[src/rtl/cr_clint_pkg.sv]
// ---------------------------------------------------------------------------
// cr_clint_pkg : CLINT address map, privilege encoding and hart index decode
// Revision: 1.0
// ---------------------------------------------------------------------------
`default_nettype none

package cr_clint_pkg;

  localparam logic [31:0] MSIP_BASE  = 32'h0000_0000;
  localparam logic [31:0] MTCMP_BASE = 32'h0000_4000;
  localparam logic [31:0] MTIME_LO   = 32'h0000_BFF8;
  localparam logic [31:0] MTIME_HI   = 32'h0000_BFFC;
  localparam logic [31:0] CLRCNT     = 32'h0000_C000;
  localparam logic [1:0]  MODE_M     = 2'b11;

  // MSIP slots are 4 bytes apart and MTIMECMP slots 8 bytes apart; bit 14
  // tells the two windows apart once the caller has range-checked the address.
  function automatic logic [31:0] hart_idx(input logic [31:0] addr);
    if (addr[14]) return (addr - MTCMP_BASE) >> 3;
    else          return (addr - MSIP_BASE) >> 2;
  endfunction

endpackage

`default_nettype wire

[src/rtl/cr_clint_hart_regs.sv]
// ---------------------------------------------------------------------------
// cr_clint_hart_regs : per-hart msip, 64-bit mtimecmp and registered compare
// Revision: 1.0
// ---------------------------------------------------------------------------
`default_nettype none

module cr_clint_hart_regs #(
  parameter logic [63:0] MTIMECMP_RST = {64{1'b1}}
) (
  input  logic        clk_i,
  input  logic        rst_i,
  input  logic        msip_we_i,
  input  logic        cmplo_we_i,
  input  logic        cmphi_we_i,
  input  logic [31:0] wdata_i,
  input  logic [63:0] mtime_i,
  output logic        msip_o,
  output logic [63:0] mtimecmp_o,
  output logic        mt_int_o
);

  logic        msip_q;
  logic [63:0] cmp_q;
  logic        mt_int_q;

  always_ff @(posedge clk_i) begin
    if (rst_i) begin
      msip_q   <= 1'b0;
      cmp_q    <= MTIMECMP_RST;
      mt_int_q <= 1'b0;
    end else begin
      if (msip_we_i)  msip_q        <= wdata_i[0];
      if (cmplo_we_i) cmp_q[31:0]   <= wdata_i;
      if (cmphi_we_i) cmp_q[63:32]  <= wdata_i;
      // Compare uses the stored value, so a raising write clears the irq one cycle later.
      mt_int_q <= (mtime_i >= cmp_q);
    end
  end

  assign msip_o     = msip_q;
  assign mtimecmp_o = cmp_q;
  assign mt_int_o   = mt_int_q;

endmodule

`default_nettype wire

[src/rtl/cr_clint_mh_top.sv]
// ---------------------------------------------------------------------------
// cr_clint_mh_top : multi-hart CLINT with shared mtime and tcipif slave port.
// Optional macro CLINT_INT_MTIME_EN selects an internal, writable mtime counter.
// Revision: 1.0
// ---------------------------------------------------------------------------
`default_nettype none

module cr_clint_mh_top
  import cr_clint_pkg::*;
#(
  parameter int          HART_NUM     = 4,
  parameter int          ADDR_W       = 16,
  parameter logic [63:0] MTIMECMP_RST = {64{1'b1}},
  parameter int          MTIME_DIV    = 1
) (
  input  logic                forever_cpuclk,
  input  logic                cpurst,
  input  logic [1:0]          cpu_clint_mode,
  input  logic                tcipif_clint_sel,
  input  logic                tcipif_clint_write,
  input  logic [ADDR_W-1:0]   tcipif_clint_addr,
  input  logic [31:0]         tcipif_clint_wdata,
  input  logic [63:0]         sysio_clint_mtime,
  input  logic [HART_NUM-1:0] sysio_clint_me_int,
  output logic                clint_tcipif_cmplt,
  output logic [31:0]         clint_tcipif_rdata,
  output logic [HART_NUM-1:0] clint_cpu_ms_int,
  output logic [HART_NUM-1:0] clint_cpu_mt_int,
  output logic [HART_NUM-1:0] clint_cpu_me_int,
  output logic                clear_cnt_to_cputop
);

  logic [31:0]         w_addr;
  logic                w_mode_m;
  logic                w_wr_ok;
  logic                w_in_msip;
  logic                w_in_cmp;
  logic [31:0]         w_idx;
  logic                w_hart_ok;
  logic [31:0]         w_rdata;
  logic [HART_NUM-1:0] w_msip;
  logic [63:0]         w_cmp [HART_NUM];

  logic                cmplt_q;
  logic [31:0]         rdata_q, rdata_d;
  logic [HART_NUM-1:0] me_int_q;
  logic                clear_q;
  logic [63:0]         mtime_q;

  generate
    if (ADDR_W < 32) begin : g_addr_ext
      assign w_addr = {{(32-ADDR_W){1'b0}}, tcipif_clint_addr};
    end else begin : g_addr_trunc
      assign w_addr = tcipif_clint_addr[31:0];
    end
  endgenerate

  assign w_mode_m  = (cpu_clint_mode == MODE_M);
  assign w_wr_ok   = tcipif_clint_sel & tcipif_clint_write & w_mode_m;
  assign w_in_msip = (w_addr[31:14] == 18'd0) && (w_addr[1:0] == 2'b00);
  assign w_in_cmp  = (w_addr[31:14] == 18'd1) && (w_addr[1:0] == 2'b00);
  assign w_idx     = hart_idx(w_addr);
  assign w_hart_ok = (w_idx < 32'(HART_NUM));

  generate
    for (genvar h = 0; h < HART_NUM; h++) begin : g_hart
      logic w_hit;
      assign w_hit = w_wr_ok && w_hart_ok && (w_idx == 32'(h));

      cr_clint_hart_regs #(
        .MTIMECMP_RST (MTIMECMP_RST)
      ) u_regs (
        .clk_i      (forever_cpuclk),
        .rst_i      (cpurst),
        .msip_we_i  (w_hit && w_in_msip),
        .cmplo_we_i (w_hit && w_in_cmp && !w_addr[2]),
        .cmphi_we_i (w_hit && w_in_cmp &&  w_addr[2]),
        .wdata_i    (tcipif_clint_wdata),
        .mtime_i    (mtime_q),
        .msip_o     (w_msip[h]),
        .mtimecmp_o (w_cmp[h]),
        .mt_int_o   (clint_cpu_mt_int[h])
      );
    end
  endgenerate

  always_comb begin
    w_rdata = 32'd0;
    if (w_hart_ok) begin
      for (int h = 0; h < HART_NUM; h++) begin
        if (w_idx == 32'(h)) begin
          if (w_in_msip)     w_rdata = {31'd0, w_msip[h]};
          else if (w_in_cmp) w_rdata = w_addr[2] ? w_cmp[h][63:32] : w_cmp[h][31:0];
        end
      end
    end
    if (w_addr == MTIME_LO) w_rdata = mtime_q[31:0];
    if (w_addr == MTIME_HI) w_rdata = mtime_q[63:32];
    rdata_d = (tcipif_clint_sel && !tcipif_clint_write && w_mode_m) ? w_rdata : 32'd0;
  end

  always_ff @(posedge forever_cpuclk) begin
    if (cpurst) begin
      cmplt_q  <= 1'b0;
      rdata_q  <= 32'd0;
      me_int_q <= '0;
      clear_q  <= 1'b0;
    end else begin
      cmplt_q  <= tcipif_clint_sel;
      rdata_q  <= rdata_d;
      me_int_q <= sysio_clint_me_int;
      clear_q  <= w_wr_ok && (w_addr == CLRCNT);
    end
  end

`ifdef CLINT_INT_MTIME_EN
  logic [7:0]  div_q, div_d;
  logic [63:0] mtime_d;
  logic        w_tick;

  assign w_tick = (div_q == 8'(MTIME_DIV - 1));

  // A half write reloads that half and restarts the divider; it beats a tick.
  always_comb begin
    mtime_d = mtime_q;
    div_d   = div_q + 8'd1;
    if (w_wr_ok && (w_addr == MTIME_LO)) begin
      mtime_d[31:0] = tcipif_clint_wdata;
      div_d         = 8'd0;
    end else if (w_wr_ok && (w_addr == MTIME_HI)) begin
      mtime_d[63:32] = tcipif_clint_wdata;
      div_d          = 8'd0;
    end else if (w_tick) begin
      mtime_d = mtime_q + 64'd1;
      div_d   = 8'd0;
    end
  end

  always_ff @(posedge forever_cpuclk) begin
    if (cpurst) begin
      mtime_q <= 64'd0;
      div_q   <= 8'd0;
    end else begin
      mtime_q <= mtime_d;
      div_q   <= div_d;
    end
  end
`else
  always_ff @(posedge forever_cpuclk) begin
    if (cpurst) mtime_q <= 64'd0;
    else        mtime_q <= sysio_clint_mtime;
  end
`endif

  assign clint_tcipif_cmplt  = cmplt_q;
  assign clint_tcipif_rdata  = rdata_q;
  assign clint_cpu_ms_int    = w_msip;
  assign clint_cpu_me_int    = me_int_q;
  assign clear_cnt_to_cputop = clear_q;

endmodule

`default_nettype wire

[config.mk]
export PLATFORM = sky130hd
export DESIGN_NAME = cr_clint_mh_top
export DESIGN_NICKNAME = d
export VERILOG_FILES = /design/src/rtl/cr_clint_pkg.sv /design/src/rtl/cr_clint_hart_regs.sv /design/src/rtl/cr_clint_mh_top.sv
export SDC_FILE = /design/constraint.sdc
export NUM_CORES = 1
export LEC_CHECK = 0
export CAP_MARGIN = 0
export CORE_UTILIZATION = 35
export CTS_CLUSTER_DIAMETER = 150
export DETAILED_ROUTE_END_ITERATION = 10
export GPL_TIMING_DRIVEN = 0
export MAX_ROUTING_LAYER = met4
export PLACE_DENSITY = 0.6
export SYNTH_ARGS = -nofsm -noshare
export SYNTH_HDL_FRONTEND = slang
export SYNTH_SLANG_ARGS = --single-unit
[constraint.sdc]
create_clock -name forever_cpuclk -period 6.6 [get_ports forever_cpuclk]
set_input_delay 0.99 -clock forever_cpuclk [delete_from_list [all_inputs] [get_ports forever_cpuclk]]
set_output_delay 0.99 -clock forever_cpuclk [all_outputs]
set_load 0.05 [all_outputs]
==> results.ini <==
[critical_path]
crit_family = buffers and inverters
crit_required_ns = 6.99
cp-end-kind = flip-flop
start_kind = primary input
path_cells = clkdlybuf4s50_1 > mux2i_1 > buf_2 > clkbuf_1 > mux4_2 > a221oi_1 > o22ai_1
critPathMaxStageDelay_ns = 0.84
critical_path_class = primary input to flip-flop
crit_fanout = 10
cp.buffers_inverters = 3
crit_slowest_cell = clkbuf_1
worstPathArrival_ns = 4.31
rrSetupSlack_ns = 3.54

[sta]
period_needed_ns = 3.92
tightest_slew_ns = 1.32
hold_slack_ns = 0.495
setup_tns_ns = 0
fin_skew_ns = 0.0262
max_freq_mhz = 255
finalHoldViolations = 0
grt_setup_unrepaired = no
maxSlewHeadroom_pct = 11.5
fin_crit_sh_pct = 59.4
setup_viol = 0
maxSlewViolCount = 0

[cts]
path_clk_slew_ns = 0.06
cts_resized = 0
numCtsBuffers = 45
cts-root-buf = clkbuf_16
cts-htree-levels = 2
cts_buffer_depth = 3
cts_sinks = 366
worstSkewPairLatency_ns = 0.60
hold_buffers = 0
post_cts_buffers = 0
cts_tree = done

[synth]
synth_top_area_cell = dfxtp_1
synthFlopType = dfxtp_1
synth-xor-area-share_pct = 0
syn_avg_cell_area_um2 = 8.83
yosysUniqueCellTypes = 66
synthAdderAreaFrac_pct = 15.3
synth_top_family_by_area = compound AO/OA/AOI/OAI gates
synth.top_cell.area_share_pct = 34.9
ys_top_cells_by_area = dfxtp_1, ha_1, o211ai_1
synth_compound_area_share_pct = 21.2
yosysSeqAreaShare_pct = 34.9
synthMuxAreaShare_pct = 5.52
synthCells = 2379
synthSimpleGateAreaFrac_pct = 13.9
syn_nets = 2757
syn-cell-area_mm2 = 0.0210
ys_warn_count = 0
async_flop_share_pct = 0
synth-edff-count = 0
synth_seq_cells = 366

[global_route]
grt_pass1_vias = 18691
grt_max_degree = 14
grt_overflow = 0
grt_pass1_wl_um = 123000
grt_use_total_pct = 28.4
antenna_found_initial = 3

[die]
die_area_mm2 = 0.0610
dieWidth_um = 247
pin_count = 168
core_mm2 = 0.0591
rows = 89
die_h_um = 247
start_util_pct = 35.5

[hold_path]
hold_class = flip-flop to flip-flop

[placement]
place.gp.congestion = 0.987
io_buffers = 135
hpwl_um = 65400
placedCellCount = 3287

[power_and_ir_drop]
power_frac_seq_pct = 43.7
p_leak_nw = 11.9
irDropWorstVdd_mv = 0.163
power_frac_comb_pct = 6.9
p_sw_share_pct = 25.1
intPower_mw = 3.92
pwr_density_cell_mw_per_mm2 = 211
p_sw_mw = 1.31
total_power_mw = 5.23
clockPowerShare_pct = 49.3

[drt]
post-route-drc-count = 31
vias_per_cell = 5.79
vias = 19485
drt_wl_total_um = 85300
first_pass_iters = 9
drt_iter0_drc = 2029
post_drt_wl_per_cell_um = 25.3
ant_nets = 0

[layout]
fin_util_pct = 42.0
final_nets = 2939
synthToLayoutAreaGrowth_pct = 18.3
drive_above_1_share_pct = 9.68
stdcell_count = 3368

[run_status]
violations = design-rule violations
outcome = finished, violations left

[run]
cap_violations = 0

[flip-flops by register name (all words and copies together), names as in the netlist]
signal,flops
mtime_q,64
clint_tcipif_rdata,32
g_hart.u_regs.mtimecmp_o,256
clint_cpu_me_int,4
clint_tcipif_cmplt,1
g_hart.u_regs.mt_int_o,4
g_hart.u_regs.msip_o,4
clear_cnt_to_cputop,1
[layout make-up]
cell class,count,area (um2)
inverter,266,998
sequential,366,7330
clock inverter,15,193
fill,5839,34300
buffer,181,941
clock buffer,65,1320
timing repair buffer,135,1350
tap,773,967
multi-input combinational,1566,11700
antenna,1,2.50
[through the flow]
| stage | setup slack (ns) | area, um2 |
|---|---|---|
| 2_1_floorplan | 3.76 | 21000 |
| 3_3_place_gp | 2.21 | 23300 |
| 3_5_place_dp | 2.20 | 23300 |
| 4_1_cts | 2.81 | 24800 |
| 5_1_grt | 2.63 | 24800 |
| 6_report | 2.68 | 24800 |
[placed cells by master (no fill, tap or decap), drive strengths merged, types with 5 or more instances in the layout]
cell type / netlist / final
and4: 7 / 7
a21oi: 112 / 112
o211ai: 288 / 288
nand4: 37 / 37
clkdlybuf4s50: 0 / 135
a22oi: 33 / 33
nand2: 343 / 343
nor2: 51 / 51
o22ai: 31 / 31
mux2i: 37 / 37
a211oi: 20 / 20
buf: 103 / 103
clkinv: 0 / 6
nor3: 21 / 21
ha: 256 / 256
nor4: 12 / 12
or4: 6 / 6
a221oi: 35 / 35
nand2b: 8 / 8
mux4: 34 / 34
nand3: 43 / 43
nor2b: 74 / 74
o311ai: 5 / 5
dfxtp: 366 / 366
clkbuf: 78 / 143
o21ai: 40 / 40
a21o: 22 / 22
inv: 266 / 267
[metal layers]
metal / GRT usage (%) / up-vias / routed length [um]
met5: - / - / 0
met4: 11.1 / 0 / 3300
met3: 4.58 / 185 / 7510
met2: 43.3 / 1026 / 37600
met1: 37.6 / 9385 / 36900
li1: - / 8889 / -
[cells in the mapped netlist, types with 3 or more instances]
cell and number:
nand3_1 43, nand4_1 37, nand2_2 10, nand2b_1 7
o22ai_1 31, and4_1 7, o211ai_2 29, o211ai_1 259
a211oi_1 20, o21a_1 4, a221oi_1 35, nor4_1 11
o21ai_0 40, a21oi_1 112, a211o_1 3, ha_1 256
and3_1 4, buf_2 50, nor3_1 19, o311ai_0 5
o31ai_1 3, clkbuf_1 78, mux4_2 34, nand2_1 333
nor2b_1 74, a31oi_1 4, inv_1 265, mux2i_1 37
dfxtp_1 366, nor2_1 49, buf_1 8, or4_1 5
buf_6 8, a21o_1 22, buf_4 37, nor3b_1 4
a22oi_1 33
[cells by family after synthesis]
group                      count (synthesis)
AOI/OAI and AO/OA                        619
adders and majority gates                256
buffers and inverters                    447
DFF                                      366
muxes                                     73
and+or+nand+nor                          618
[power groups by stage]
stage | Clock [mW] | Sequential (mW) | Combinational, mW
4_1_cts | 2.62 | 2.29 | 0.360
3_3_place_gp | 0 | 2.34 | 0.352
6_report | 2.58 | 2.29 | 0.364
5_1_grt | 2.70 | 2.29 | 0.389
2_1_floorplan | 0 | 2.31 | 0.188
3_5_place_dp | 0 | 2.33 | 0.358
[worst reg2reg max path: stages, from the launching register on]
cell and delay, ns:
dfxtp_1 0.41, ha_1 0.37, and3_1 0.18, nand4_1 0.34, or4_1 0.72, nor3_1 0.43
o31ai_1 0.24, o211ai_1 0.24
[final timing paths]
| check | startpoint | end | depth (start not counted) |
|---|---|---|---|
| max | tcipif_clint_addr[14] | clint_tcipif_rdata[10] | 7 |
| min | g_hart[3].u_regs.msip_o | g_hart[3].u_regs.msip_o | 2 |
| max reg2reg | mtime_q[60] | g_hart[1].u_regs.mt_int_o | 7 |
| min reg2reg | g_hart[3].u_regs.msip_o | g_hart[3].u_regs.msip_o | 2 |
No activity file was read; power rests on OpenSTA's default activity.
